## config.mk

```make
export PLATFORM = sky130hd
export DESIGN_NAME = wr_full_gen
export DESIGN_NICKNAME = d
export VERILOG_FILES = /design/src/rtl/async_fifo_pkg.sv /design/src/rtl/sync_chain.sv /design/src/rtl/wr_full_gen.sv
export SDC_FILE = /design/constraint.sdc
export NUM_CORES = 1
export LEC_CHECK = 0
export BUFFER_PORTS_ARGS = -buffer_cell sky130_fd_sc_hd__buf_4
export CAP_MARGIN = 20
export CORE_AREA = 2 2 55 42
export CTS_CLUSTER_SIZE = 20
export DETAILED_ROUTE_END_ITERATION = 7
export DIE_AREA = 0 0 57 44
export GPL_ROUTABILITY_DRIVEN = 0
export PLACE_DENSITY_LB_ADDON = 0.25
export SYNTH_ARGS = -nofsm -noshare
export SYNTH_HDL_FRONTEND = slang
export SYNTH_HIERARCHICAL = 1
export SYNTH_SLANG_ARGS = --single-unit
```

## constraint.sdc

```tcl
create_clock -name wr_clk_i -period 2.05 [get_ports wr_clk_i]
set_clock_uncertainty 0.1 [all_clocks]
set_input_delay 0.41 -clock wr_clk_i [delete_from_list [all_inputs] [get_ports wr_clk_i]]
set_output_delay 0.41 -clock wr_clk_i [all_outputs]
set_load 0.01 [all_outputs]
```

## src/rtl/async_fifo_pkg.sv

```systemverilog
// Pointer helpers shared by the write-side full and read-side empty generators.
package async_fifo_pkg;

  typedef logic [31:0] ptr_word_t;

  function automatic int unsigned ptr_width(input int unsigned depth);
    return depth + 1;
  endfunction

  function automatic ptr_word_t bin2gray(input ptr_word_t bin);
    return bin ^ (bin >> 1);
  endfunction

  // Callers zero-extend narrower pointers; leading zeros leave the prefix XOR unaffected.
  function automatic ptr_word_t gray2bin(input ptr_word_t gray);
    ptr_word_t bin;
    bin = '0;
    bin[31] = gray[31];
    for (int unsigned i = 0; i < 31; i++) begin
      bin[30-i] = bin[31-i] ^ gray[30-i];
    end
    return bin;
  endfunction

endpackage

```

## src/rtl/sync_chain.sv

```systemverilog
// Plain multi-flop synchronizer; no logic between stages.
module sync_chain #(
  parameter int unsigned WIDTH  = 4,
  parameter int unsigned STAGES = 2
) (
  input  logic             clk_i,
  input  logic             rst_n_i,
  input  logic [WIDTH-1:0] d_i,
  output logic [WIDTH-1:0] q_o
);

  logic [WIDTH-1:0] stage_q [STAGES];

  always_ff @(posedge clk_i or negedge rst_n_i) begin
    if (!rst_n_i) begin
      for (int unsigned i = 0; i < STAGES; i++) begin
        stage_q[i] <= '0;
      end
    end else begin
      stage_q[0] <= d_i;
      for (int unsigned i = 1; i < STAGES; i++) begin
        stage_q[i] <= stage_q[i-1];
      end
    end
  end

  assign q_o = stage_q[STAGES-1];

endmodule

```

## src/rtl/wr_full_gen.sv

```systemverilog
// Write-side pointer crossing and full/almost-full/level/overflow flag generation.
module wr_full_gen
  import async_fifo_pkg::*;
#(
  parameter int DLY         = 1,
  parameter int FIFO_DEPTH  = 3,
  parameter int SYNC_STAGES = 2,
  parameter int AFULL_LEVEL = (1 << FIFO_DEPTH) - 1
) (
  input  logic                  wr_clk_i,
  input  logic                  rst_n_i,
  input  logic                  wr_en_i,
  input  logic [FIFO_DEPTH:0]   wr_cnt_i,
  input  logic [FIFO_DEPTH:0]   rd_gray_i,
  input  logic                  ovf_clr_i,
  output logic                  full_o,
  output logic                  afull_o,
  output logic [FIFO_DEPTH:0]   wr_gray_o,
  output logic [FIFO_DEPTH:0]   wr_level_o,
  output logic                  ovf_o
);

  localparam int unsigned PW = ptr_width(FIFO_DEPTH);
  localparam logic [PW-1:0] AFULL_L = PW'(AFULL_LEVEL);

  // Register timing is modelled at zero delay; DLY is kept for drop-in compatibility only.
  if (SYNC_STAGES < 2 || DLY < 0) begin : g_param_err
    $error("wr_full_gen: SYNC_STAGES must be >= 2 and DLY non-negative");
  end

  logic          wr_inc;
  logic [PW-1:0] wr_bin_nxt;
  logic [PW-1:0] wr_gray_nxt;
  logic [PW-1:0] rq_gray;
  logic [PW-1:0] rq_bin;
  logic [PW-1:0] level_nxt;
  logic          full_nxt;

  sync_chain #(
    .WIDTH  (PW),
    .STAGES (SYNC_STAGES)
  ) u_rd_sync (
    .clk_i   (wr_clk_i),
    .rst_n_i (rst_n_i),
    .d_i     (rd_gray_i),
    .q_o     (rq_gray)
  );

  always_comb begin
    wr_inc      = wr_en_i & ~full_o;
    wr_bin_nxt  = wr_cnt_i + {{(PW-1){1'b0}}, wr_inc};
    wr_gray_nxt = PW'(bin2gray(32'(wr_bin_nxt)));
    rq_bin      = PW'(gray2bin(32'(rq_gray)));
    level_nxt   = wr_bin_nxt - rq_bin;
    // Full: write pointer has lapped the read pointer, i.e. top two Gray bits inverted.
    full_nxt    = (wr_gray_nxt == {~rq_gray[PW-1:PW-2], rq_gray[PW-3:0]});
  end

  always_ff @(posedge wr_clk_i or negedge rst_n_i) begin
    if (!rst_n_i) begin
      full_o     <= 1'b0;
      afull_o    <= 1'b0;
      wr_gray_o  <= '0;
      wr_level_o <= '0;
      ovf_o      <= 1'b0;
    end else begin
      full_o     <= full_nxt;
      afull_o    <= (level_nxt >= AFULL_L);
      wr_gray_o  <= wr_gray_nxt;
      wr_level_o <= level_nxt;
      if (wr_en_i & full_o) begin
        ovf_o <= 1'b1;
      end else if (ovf_clr_i) begin
        ovf_o <= 1'b0;
      end
    end
  end

endmodule

```

# After elaboration in Yosys (flattened, before gate mapping)

Cells that the tools add are included.
W data, S select, Z words.

Add/sub/neg operators: 2
Eq/ne operators: 1
$lt $le $gt $ge: 1
Reduce and logical (&&, ||, !) cells: 1
Bitwise gates (word level): 8
Multiplexer cells: 2

Operators with widths:

| kind                 | count |
|---|---|
| $add A4 B1 Y4        | 1 |
| $eq A4 B4 Y1         | 1 |
| $ge A4 B3 Y1 const B | 1 |
| $sub A4 B4 Y4        | 1 |
| $xor A4 B3 Y4        | 1 |
| $xor A1 B1 Y1        | 3 |
| $and A1 B1 Y1        | 2 |
| $mux W1              | 2 |
| $not A2 Y2           | 1 |
| $reduce_bool A2 Y1   | 1 |
| $not A1 Y1           | 1 |

Register bits: 19
Output and inout port bits: 11
Input port bits: 12

# Logic depth before layout (Yosys ltp)

Gate-level depths: netlist of run 1.

Word-level depth: 5
Gate-level depth with buffers: 9
Mapped depth without buffers: 9

# By module

The synthesis of run 1 kept the hierarchy.

By module, submodules not included:

| module      | times used | cells each | area an instance (sq um) |
|---|---|---|---|
| wr_full_gen | 1          | 53         | 615.6 |
| sync_chain  | 1          | 12         | 230.2 |

# Least setup slack after synthesis of run 1

No wires, ideal clock.

Path kind: register to register
From: register u_rd_sync.stage_q (netlist bit u_rd_sync/q_o[3])
To: register afull_o
Library setup time: 0.125 ns
Data required time: 1.825 ns
Cell stages (with the launch flop): 10
Arrival time: 1.890 ns
Period minus slack after synthesis: 2.116 ns
Path slack: -0.066 ns
Path through: dfrtp_1 -> buf_4 -> xnor2_1 -> xor2_1 -> xnor2_1 -> ha_1 -> fa_1 -> xnor2_1 -> nand3_1 -> nand3_1

Cells in the longest elaborated chain, start to end: 5

RTL lines:

| what                            | RTL line             | RTL |
|---|---|---|
| start, declared                 | sync_chain.sv:12     | `logic [WIDTH-1:0] stage_q [STAGES];` |
| start signal, assigned by index | sync_chain.sv:22     | `stage_q[i] <= stage_q[i-1];` |
| $xor A1 B1 Y1 (*)               | async_fifo_pkg.sv:20 | `bin[30-i] = bin[31-i] ^ gray[30-i];` |
| $xor A1 B1 Y1 (2 in a row)      | async_fifo_pkg.sv:20 |  |
| $sub A4 B4 Y4 (*)               | wr_full_gen.sv:54    | `level_nxt = wr_bin_nxt - rq_bin;` |
| named net level_nxt[2]          | wr_full_gen.sv:36    | `logic [PW-1:0] level_nxt;` |
| $ge A4 B3 Y1 (*)                | wr_full_gen.sv:68    | `afull_o <= (level_nxt >= AFULL_L);` |
| end signal, assigned            | wr_full_gen.sv:68    |  |
| end, declared                   | wr_full_gen.sv:17    | `output logic afull_o,` |

The timed path passes the listed nets; every way through them passes the cells marked *.
A chain may end at the register's enable or synchronous reset.

# Final worst setup path of run 1

From: register u_rd_sync.stage_q (netlist bit u_rd_sync/q_o[2])
To: register afull_o

Cells in the longest elaborated chain, start to end: 5

RTL lines:

| what                           | RTL line |
|---|---|
| $xor A1 B1 Y1 (*) (2 in a row) | async_fifo_pkg.sv:20 |
| $xor A1 B1 Y1                  | async_fifo_pkg.sv:20 |
| $sub A4 B4 Y4 (*)              | wr_full_gen.sv:54 |
| named net level_nxt[1]         | wr_full_gen.sv:36 |
| $ge A4 B3 Y1 (*)               | wr_full_gen.sv:68 |

Marked as above.

==> results of run 1 <==
-- report_power, final --
part / switching [µW] / internal, µW / total, µW / leakage [µW]
combinational: 169 / 224 / 394 / 0.000338
sequential: 19.4 / 438 / 458 / 0.000226
clock: 112 / 72.7 / 185 / 0.0000177
total: 301 / 735 / 1040 / 0.000582
-- worst min path at each step --
stage                                endpoint  slack, ps
6_report       u_rd_sync/stage_q[4]$_DFF_PN0_        110
5_1_grt        u_rd_sync/stage_q[7]$_DFF_PN0_         80
4_1_cts        u_rd_sync/stage_q[4]$_DFF_PN0_         90
3_5_place_dp                ovf_o$_DFFE_PN0P_        200
3_3_place_gp                ovf_o$_DFFE_PN0P_        190
2_1_floorplan               afull_o$_DFF_PN0_         10
-- stage by stage --
| step | power (µW) | hold WS, ps | setup WS, ps | cells | util |
|---|---|---|---|---|---|
| 4_1_cts | 1030 | 93.6 | -26.3 | 122 | 0.578 |
| 3_3_place_gp | 807 | 194 | -232 | 114 | 0.544 |
| 6_report | 1040 | 112 | 0.162 | 122 | 0.599 |
| 3_5_place_dp | 813 | 197 | -236 | 114 | 0.544 |
| 2_1_floorplan | 640 | 14.4 | -16.1 | 65 | - |
| 5_1_grt | 1110 | 77.7 | -89.0 | 122 | 0.599 |
-- registers in the layout (all words and copies together), names as in the netlist --
register / cells
afull_o: 1
full_o: 1
ovf_o: 1
u_rd_sync/q_o: 4
u_rd_sync/stage_q: 4
wr_gray_o: 4
wr_level_o: 4
-- synthesized netlist by cell type, drive strengths merged --
| cell | n | share of area |
|---|---|---|
| a211oi | 1 | 0.015 |
| a21o | 1 | 0.0089 |
| buf | 4 | 0.036 |
| dfrtp | 19 | 0.56 |
| fa | 1 | 0.024 |
| ha | 5 | 0.074 |
| inv | 8 | 0.036 |
| nand2 | 2 | 0.0089 |
| nand3 | 5 | 0.030 |
| nor2b | 2 | 0.015 |
| o21ai | 2 | 0.012 |
| or3 | 1 | 0.0074 |
| xnor2 | 10 | 0.11 |
| xor2 | 3 | 0.031 |
| xor3 | 1 | 0.030 |
-- logic make-up (layout without fill, tap and decap cells) --
family,Yosys count,after routing,share of synthesized area
DFF,19,19,0.562
xor gates and xnor gates,14,14,0.173
buffers and inverters,12,45,0.0710
adders and majority gates,6,6,0.0976
AOI/OAI and AO/OA,4,4,0.0355
and+or+nand+nor,10,10,0.0607
-- final cells by class --
class	count	area (µm²)	area share
clock buffer	3	22.5	0.0188
clock inverter	1	5.00	0.00418
timing repair buffer	33	250	0.209
inverter	8	30.0	0.0251
tap	24	30.0	0.0251
multi-input combinational	34	383	0.320
sequential	19	475	0.397
-- worst max-delay path, cell delays in order (launching register included) --
cell and delay, ps:
dfrtp_1 420, xnor2_2 190, xor2_1 230, xnor2_1 110, ha_2 200, fa_2 540, inv_2 40, nand3_2 70
nand3_2 50
-- routing by layer --
metal / global-route usage / part of all wire / vias to the layer above
met4: 0.0279 / 0 / 0
li1: - / - / 268
met1: 0.145 / 0.44 / 245
met2: 0.179 / 0.46 / 24
met3: 0.0657 / 0.10 / 0
met5: 0 / 0 / -
-- timing repair --
item / 4_1_cts / 5_1_grt
setup buffers: 3 / 0
gates resized for setup: 3 / 7
pin swaps: 6 / 8
setup endpoints to repair: 1 / 5
hold buffers: 1 / 0
hold endpoints to repair: 19 / 0
==> metrics.cfg, run 1 <==
[worst_setup_path]
worst-endpoint-arrival_ps=2140
worstPathMaxFanout=2
critPathCapture=afull_o$_DFF_PN0_
worstReg2RegEnd=afull_o$_DFF_PN0_
cp_data_required_time_ps=2140
timing.rr.start=u_rd_sync/q_o[2]$_DFF_PN0_
logic_depth_of_the_worst_register_to_register_path=8
setup.reg_to_reg.worst_slack_ps=0.2
kind_of_end_point_of_the_critical_path=flop
worstSetupPathType=flop to flop
worstSetupStartpoint=u_rd_sync/q_o[2]$_DFF_PN0_
startpoint_type=flop

[clocking]
ctsRootBufferMaster=clkbuf_4
worst_skew_pair.late_latency_ps=290
cts_made_buffers=3
cts_sinks=19
tritoncts=built
reg_clk_slew_reported_paths_ps=100
htreeDepth=1
clk_path_buf_depth=2

[detailed_routing]
drt-pass1-iter-count=4
wl_per_cell_um=10.6
viasPerCell=4.40
finalWirelength_mm=1.30
via_count=537
drt_iter0_drc=24
drc=0
antenna_left=0

[layout]
final_common_cell=buf_4
drive_gt1_frac=0.510
most-common-layout-cells=buf_4 (32), dfrtp_1 (19), inv_1 (7), xnor2_1 (7)
final_nets=117
final_area_mm2=0.00120
diode_insertion_count_for_antenna_repair=0
area_growth_pct=41.4
num-fill-cells=163

[global_routing]
largest_net_degree_at_the_start_of_global_routing=20
globalRouteTotalUtil=0.117
global_route_wire_length_before_repair_mm=2.10
antenna_found_initial=0
grt_overflow=0
via_count_of_the_first_global_routing_pass=491

[timing]
grt_setup_unrepaired=yes
slew-limit-headroom=0.776
finalMaxSlewViolations=0
setup-tns-final_ps=0
timing_worst_slew_pin_value_ps=334
period_needed_ps=2050
timing.fmax_ghz=0.488
setup_viol=0
finalHoldViolCount=0
final.period_utilization=1.00

[hold_path]
holdPathStages=1
hold_path.startpoint=rd_gray_i[0]
path_type_of_the_worst_min_delay_path=primary input to flop

[outcome]
run_status=finished, final reports clean

[placed_design]
port_buffers=22
placed_cell_area_mm2=0.00109

[yosys]
yosysWarningCount=6
synth.lib_cells_used.distinct=16
syn-num-nets=83
avgSynthCellArea_um2=13.0
ys_seq_elements=19
syn_area_um2=846
postSynthCellCount=65
share_of_the_yosys_chip_area_belonging_to_registers=0.562

[pwr]
power_density_relative_to_cell_area_mw_per_mm2=866
p_leak_uw=0.000582
power.ir.vdd_worst_uv=516

[die]
die_x_um=57
boundaryPins=23
floorplan.die_area_mm2=0.00251
rows=14
die_y_um=44
initial_utilization=0.424
core_area_mm2=0.00200

[run]
maxCapViolations=0

Note: power is estimated with default switching activity, not from simulation.
==> run 2, diff against run 1 <==
- CORE_AREA: 2 2 55 42 -> 2 2 45 47
- DIE_AREA: 0 0 57 44 -> 0 0 47 49
- clock period: 2.05 -> 2.2 ns (I/O delays scaled with it)
==> metrics.cfg, run 2 (synthesis gave the netlist of run 1 again) <==
[pwr]
power.ir.vdd_worst_uv=522
report.power.total_uw=942
p_leak_uw=0.000569
power_density_relative_to_cell_area_mw_per_mm2=824

[die]
floorplan.die_area_mm2=0.00230
initial_utilization=0.459
boundaryPins=23
die_x_um=47
rows=16
core_area_mm2=0.00184
die_y_um=49

[timing]
setup-tns-final_ps=0
timing.fmax_ghz=0.480
finalHoldViolCount=0
setup_viol=0
period_needed_ps=2090
slew-limit-headroom=0.772
finalMaxSlewViolations=0
worst_slack_ps=115
final.period_utilization=0.948
timing_worst_slew_pin_value_ps=340
grt_setup_unrepaired=yes

[clocking]
cts_made_buffers=3
cts_sinks=19
htreeDepth=1
ctsRootBufferMaster=clkbuf_4
reg_clk_slew_reported_paths_ps=110
tritoncts=built
clk_path_buf_depth=2
worst_skew_pair.late_latency_ps=290

[detailed_routing]
wl_per_cell_um=10.3
finalWirelength_mm=1.26
viasPerCell=4.42
drc=0
via_count=539
drt-pass1-iter-count=2
antenna_left=0
drt_iter0_drc=5

[worst_setup_path]
cp_data_required_time_ps=2300
worstSetupPathType=flop to flop
worstPathMaxFanout=2
timing.rr.start=u_rd_sync/q_o[2]$_DFF_PN0_
cp_slowest_cell=fa_2
worst-endpoint-arrival_ps=2190
path_cells=xnor2_2, xor2_2, xnor2_1, ha_2, fa_2, inv_2, buf_4
worstReg2RegEnd=wr_level_o[1]$_DFF_PN0_
setup.reg_to_reg.worst_slack_ps=110
cp_num_buf_inv=2
logic_depth_of_the_worst_register_to_register_path=7
worstSetupStartpoint=u_rd_sync/q_o[2]$_DFF_PN0_
kind_of_end_point_of_the_critical_path=flop
worst_path_dominant_cell_family=adder cells
crit_path_max_incr_delay_ps=550
startpoint_type=flop

[layout]
final_common_cell=buf_4
most-common-layout-cells=buf_4 (29), dfrtp_1 (19), inv_1 (7), xnor2_1 (7), ha_1 (4)
num-fill-cells=159
sequential_cell_area_um2=475
diode_insertion_count_for_antenna_repair=0
drive_gt1_frac=0.463
area_growth_pct=35.1
final_area_mm2=0.00114
multi_input_area_um2=348
finish.utilization=0.620
final_nets=114

[hold_path]
holdPathStages=1
holdPathEnd=u_rd_sync/stage_q[4]$_DFF_PN0_
path_type_of_the_worst_min_delay_path=primary input to flop
hold_path.startpoint=rd_gray_i[0]

[global_routing]
global_route_wire_length_before_repair_mm=2.00
largest_net_degree_at_the_start_of_global_routing=20
antenna_found_initial=0
via_count_of_the_first_global_routing_pass=505
grt_overflow=0
globalRouteTotalUtil=0.124

[placed_design]
port_buffers=22
placed_cell_area_mm2=0.00105
detailedPlace.worstSlack_ps=-99.9

[run]
maxCapViolations=0

[outcome]
run_status=finished, final reports clean

[run 2: cell count changes in the layout (fill, tap and decap cells not counted)]
cell / delta
xnor2_4: -1
xor2_2: +1
ha_1: +3
ha_4: -2
xor2_1: -1
o21ai_0: +1
xnor2_2: +1
buf_4: -3
o21ai_2: -1
ha_2: -1
[run 2: area by class of cell]
class                      instances  area share
tap                               27      0.0296
multi-input combinational         34       0.304
clock inverter                     1     0.00438
timing repair buffer              30       0.199
inverter                           8      0.0263
sequential                        19       0.416
clock buffer                       3      0.0197
[run 2: worst register-to-register path, cell delays in order, from the launching register on]
cell	delay [ps]
dfrtp_1	430
xnor2_2	260
xor2_2	190
xnor2_1	100
ha_2	210
fa_2	550
inv_2	50
buf_4	120
[run 2: repair_timing]
action	CTS	global route
setup endpoints to repair	0	4
hold buffers	1	0
buffers inserted	0	2
gates resized for setup	0	8
endpoints found under the hold margin	19	0
[run 2: report_power, final]
part,internal (µW),switching [µW],total (µW),leakage (µW)
Combinational,187,153,340,0.000325
Sequential,408,18.6,427,0.000226
Clock,67.7,107,175,0.0000177
[run 2: per-stage QoR]
step	cells	hold slack [ps]
after detailed placement	115	223
after global routing	122	115
after global placement	115	222
final	122	141
after floorplan	65	44.4
after CTS	120	134
[run 2: routing by layer]
metal,vias to the layer above,GRT usage,share of wire
li1,262,-,-
met1,257,0.142,0.40
met2,18,0.208,0.53
met3,2,0.0444,0.060
met4,0,0.0417,0.010
met5,-,0,0
[run 2: worst max path at each step]
stage                                          to  slack, ps  cells past startpoint
after floorplan                 afull_o$_DFF_PN0_         80                      8
after global placement          afull_o$_DFF_PN0_        -90                     10
after detailed placement        afull_o$_DFF_PN0_       -100                     10
after CTS                       afull_o$_DFF_PN0_         40                      8
after global routing            afull_o$_DFF_PN0_         -4                      8
final                     wr_level_o[1]$_DFF_PN0_        110                      7
==> run 3, diff against run 2 <==
- BUFFER_PORTS_ARGS: -buffer_cell sky130_fd_sc_hd__buf_4 -> -buffer_cell sky130_fd_sc_hd__buf_2
==> metrics.cfg, run 3 (synthesis gave the netlist of run 1 again) <==
[layout]
diode_insertion_count_for_antenna_repair=0
most-common-layout-cells=buf_2 (22), dfrtp_1 (19), inv_1 (8), buf_4 (8), xnor2_1 (7)
multi_input_area_um2=333
layout.cells.non_filler=123
drive_gt1_frac=0.406
sequential_cell_area_um2=475
area_growth_pct=27.5
final_common_cell=buf_2
num-fill-cells=165
final_nets=115

[clocking]
tritoncts=built
cts_made_buffers=3
reg_clk_slew_reported_paths_ps=100
worst_skew_pair.late_latency_ps=290
ctsRootBufferMaster=clkbuf_4
clk_path_buf_depth=2
htreeDepth=1
cts_sinks=19

[die]
die_x_um=47
floorplan.die_area_mm2=0.00230
boundaryPins=23
rows=16
die_y_um=49
core_area_mm2=0.00184
initial_utilization=0.459

[timing]
finalHoldViolCount=0
setup_viol=0
worst_slack_ps=136
timing_worst_slew_pin_value_ps=406
grt_setup_unrepaired=no
final.period_utilization=0.938
slew-limit-headroom=0.729
finalMaxSlewViolations=0
timing.fmax_ghz=0.485
period_needed_ps=2060
finalHoldWorstSlack_ps=146

[detailed_routing]
wl_per_cell_um=9.74
antenna_left=0
viasPerCell=4.24
finalWirelength_mm=1.20
drc=0
via_count=522
drt-pass1-iter-count=1
drt_iter0_drc=0

[hold_path]
path_type_of_the_worst_min_delay_path=primary input to flop

[worst_setup_path]
worstSetupPathType=flop to flop
cp_data_required_time_ps=2310
startpoint_type=flop
kind_of_end_point_of_the_critical_path=flop
worst-endpoint-arrival_ps=2180
worstPathMaxFanout=3

[global_routing]
largest_net_degree_at_the_start_of_global_routing=20
antenna_found_initial=0
grt_overflow=0
via_count_of_the_first_global_routing_pass=538
global_route_wire_length_before_repair_mm=2.08
globalRouteTotalUtil=0.130

[pwr]
internal_power_uw=623
power_frac_comb=0.321
power.switching_fraction=0.289
power.ir.vdd_worst_uv=494
p_sw_uw=254
report.power.total_uw=877
power_density_relative_to_cell_area_mw_per_mm2=813
p_leak_uw=0.000553
pwr-share-clk=0.196
seq_power_share=0.483

[placed_design]
port_buffers=22
detailedPlace.worstSlack_ps=-94.8
post-dp-hpwl_um=899
post-place-cells=115

[run]
maxCapViolations=0

[outcome]
run_status=finished, final reports clean

==> run 3: worst paths after layout <==
| check | start | endpoint | slack, ps | depth (start not counted) |
|---|---|---|---|---|
| min in group asynchronous | rst_n_i | ovf_o$_DFFE_PN0P_ | 500 | 2 |
| hold reg to reg | u_rd_sync/stage_q[5]$_DFF_PN0_ | u_rd_sync/q_o[1]$_DFF_PN0_ | 260 | 0 |
| setup / recovery | full_o$_DFF_PN0_ | full_o$_DFF_PN0_ | 140 | 8 |
| hold / removal | rd_gray_i[0] | u_rd_sync/stage_q[4]$_DFF_PN0_ | 150 | 1 |
| max in group asynchronous | rst_n_i | u_rd_sync/stage_q[5]$_DFF_PN0_ | 1220 | 2 |
| setup reg to reg | full_o$_DFF_PN0_ | full_o$_DFF_PN0_ | 140 | 8 |
==> run 3: metrics by stage <==
| stage | utilization | setup TNS [ps] | cell area, µm² |
|---|---|---|---|
| 2_1_floorplan | - | 0 | 846 |
| 3_3_place_gp | 0.541 | -251 | 997 |
| 3_5_place_dp | 0.541 | -233 | 997 |
| 4_1_cts | 0.561 | 0 | 1030 |
| 5_1_grt | 0.586 | 0 | 1080 |
| 6_report | 0.586 | 0 | 1080 |
==> run 3: layout make-up <==
cell class | count | share of cell area
Clock buffer | 4 | 0.0244
Multi-Input combinational cell | 34 | 0.309
Sequential cell | 19 | 0.441
Tap cell | 27 | 0.0313
Inverter | 8 | 0.0278
Timing Repair Buffer | 31 | 0.167
==> run 3: power by group through the flow <==
| stage | Combinational (µW) | Sequential [µW] | Clock, µW |
|---|---|---|---|
| finish | 282 | 424 | 172 |
| global route | 319 | 432 | 195 |
| CTS | 269 | 423 | 180 |
| detailed placement | 265 | 431 | 0 |
| global placement | 263 | 429 | 0 |
| floorplan | 129 | 461 | 0 |
==> run 3: per-layer routing <==
layer	global-route usage	share of wire	up-vias
met1	0.131	0.41	238
met4	0.0694	0.028	0
met3	0.0444	0.058	4
li1	-	-	261
met5	0	0	-
met2	0.221	0.51	19
==> run 3: critical path, stage by stage, from the launching register on <==
cell      delay [ps]
dfrtp_1          380
nor2b_1           60
ha_1             190
ha_1             210
xnor2_2          220
buf_4            150
xor3_2           330
xnor2_1          150
a211oi_2         190
==> run 3: repair_timing <==
action	in CTS	in global routing
endpoints found under the hold margin	19	0
buffers inserted	0	3
hold buffers	1	0
setup endpoints to repair	0	3
gates resized for setup	0	3
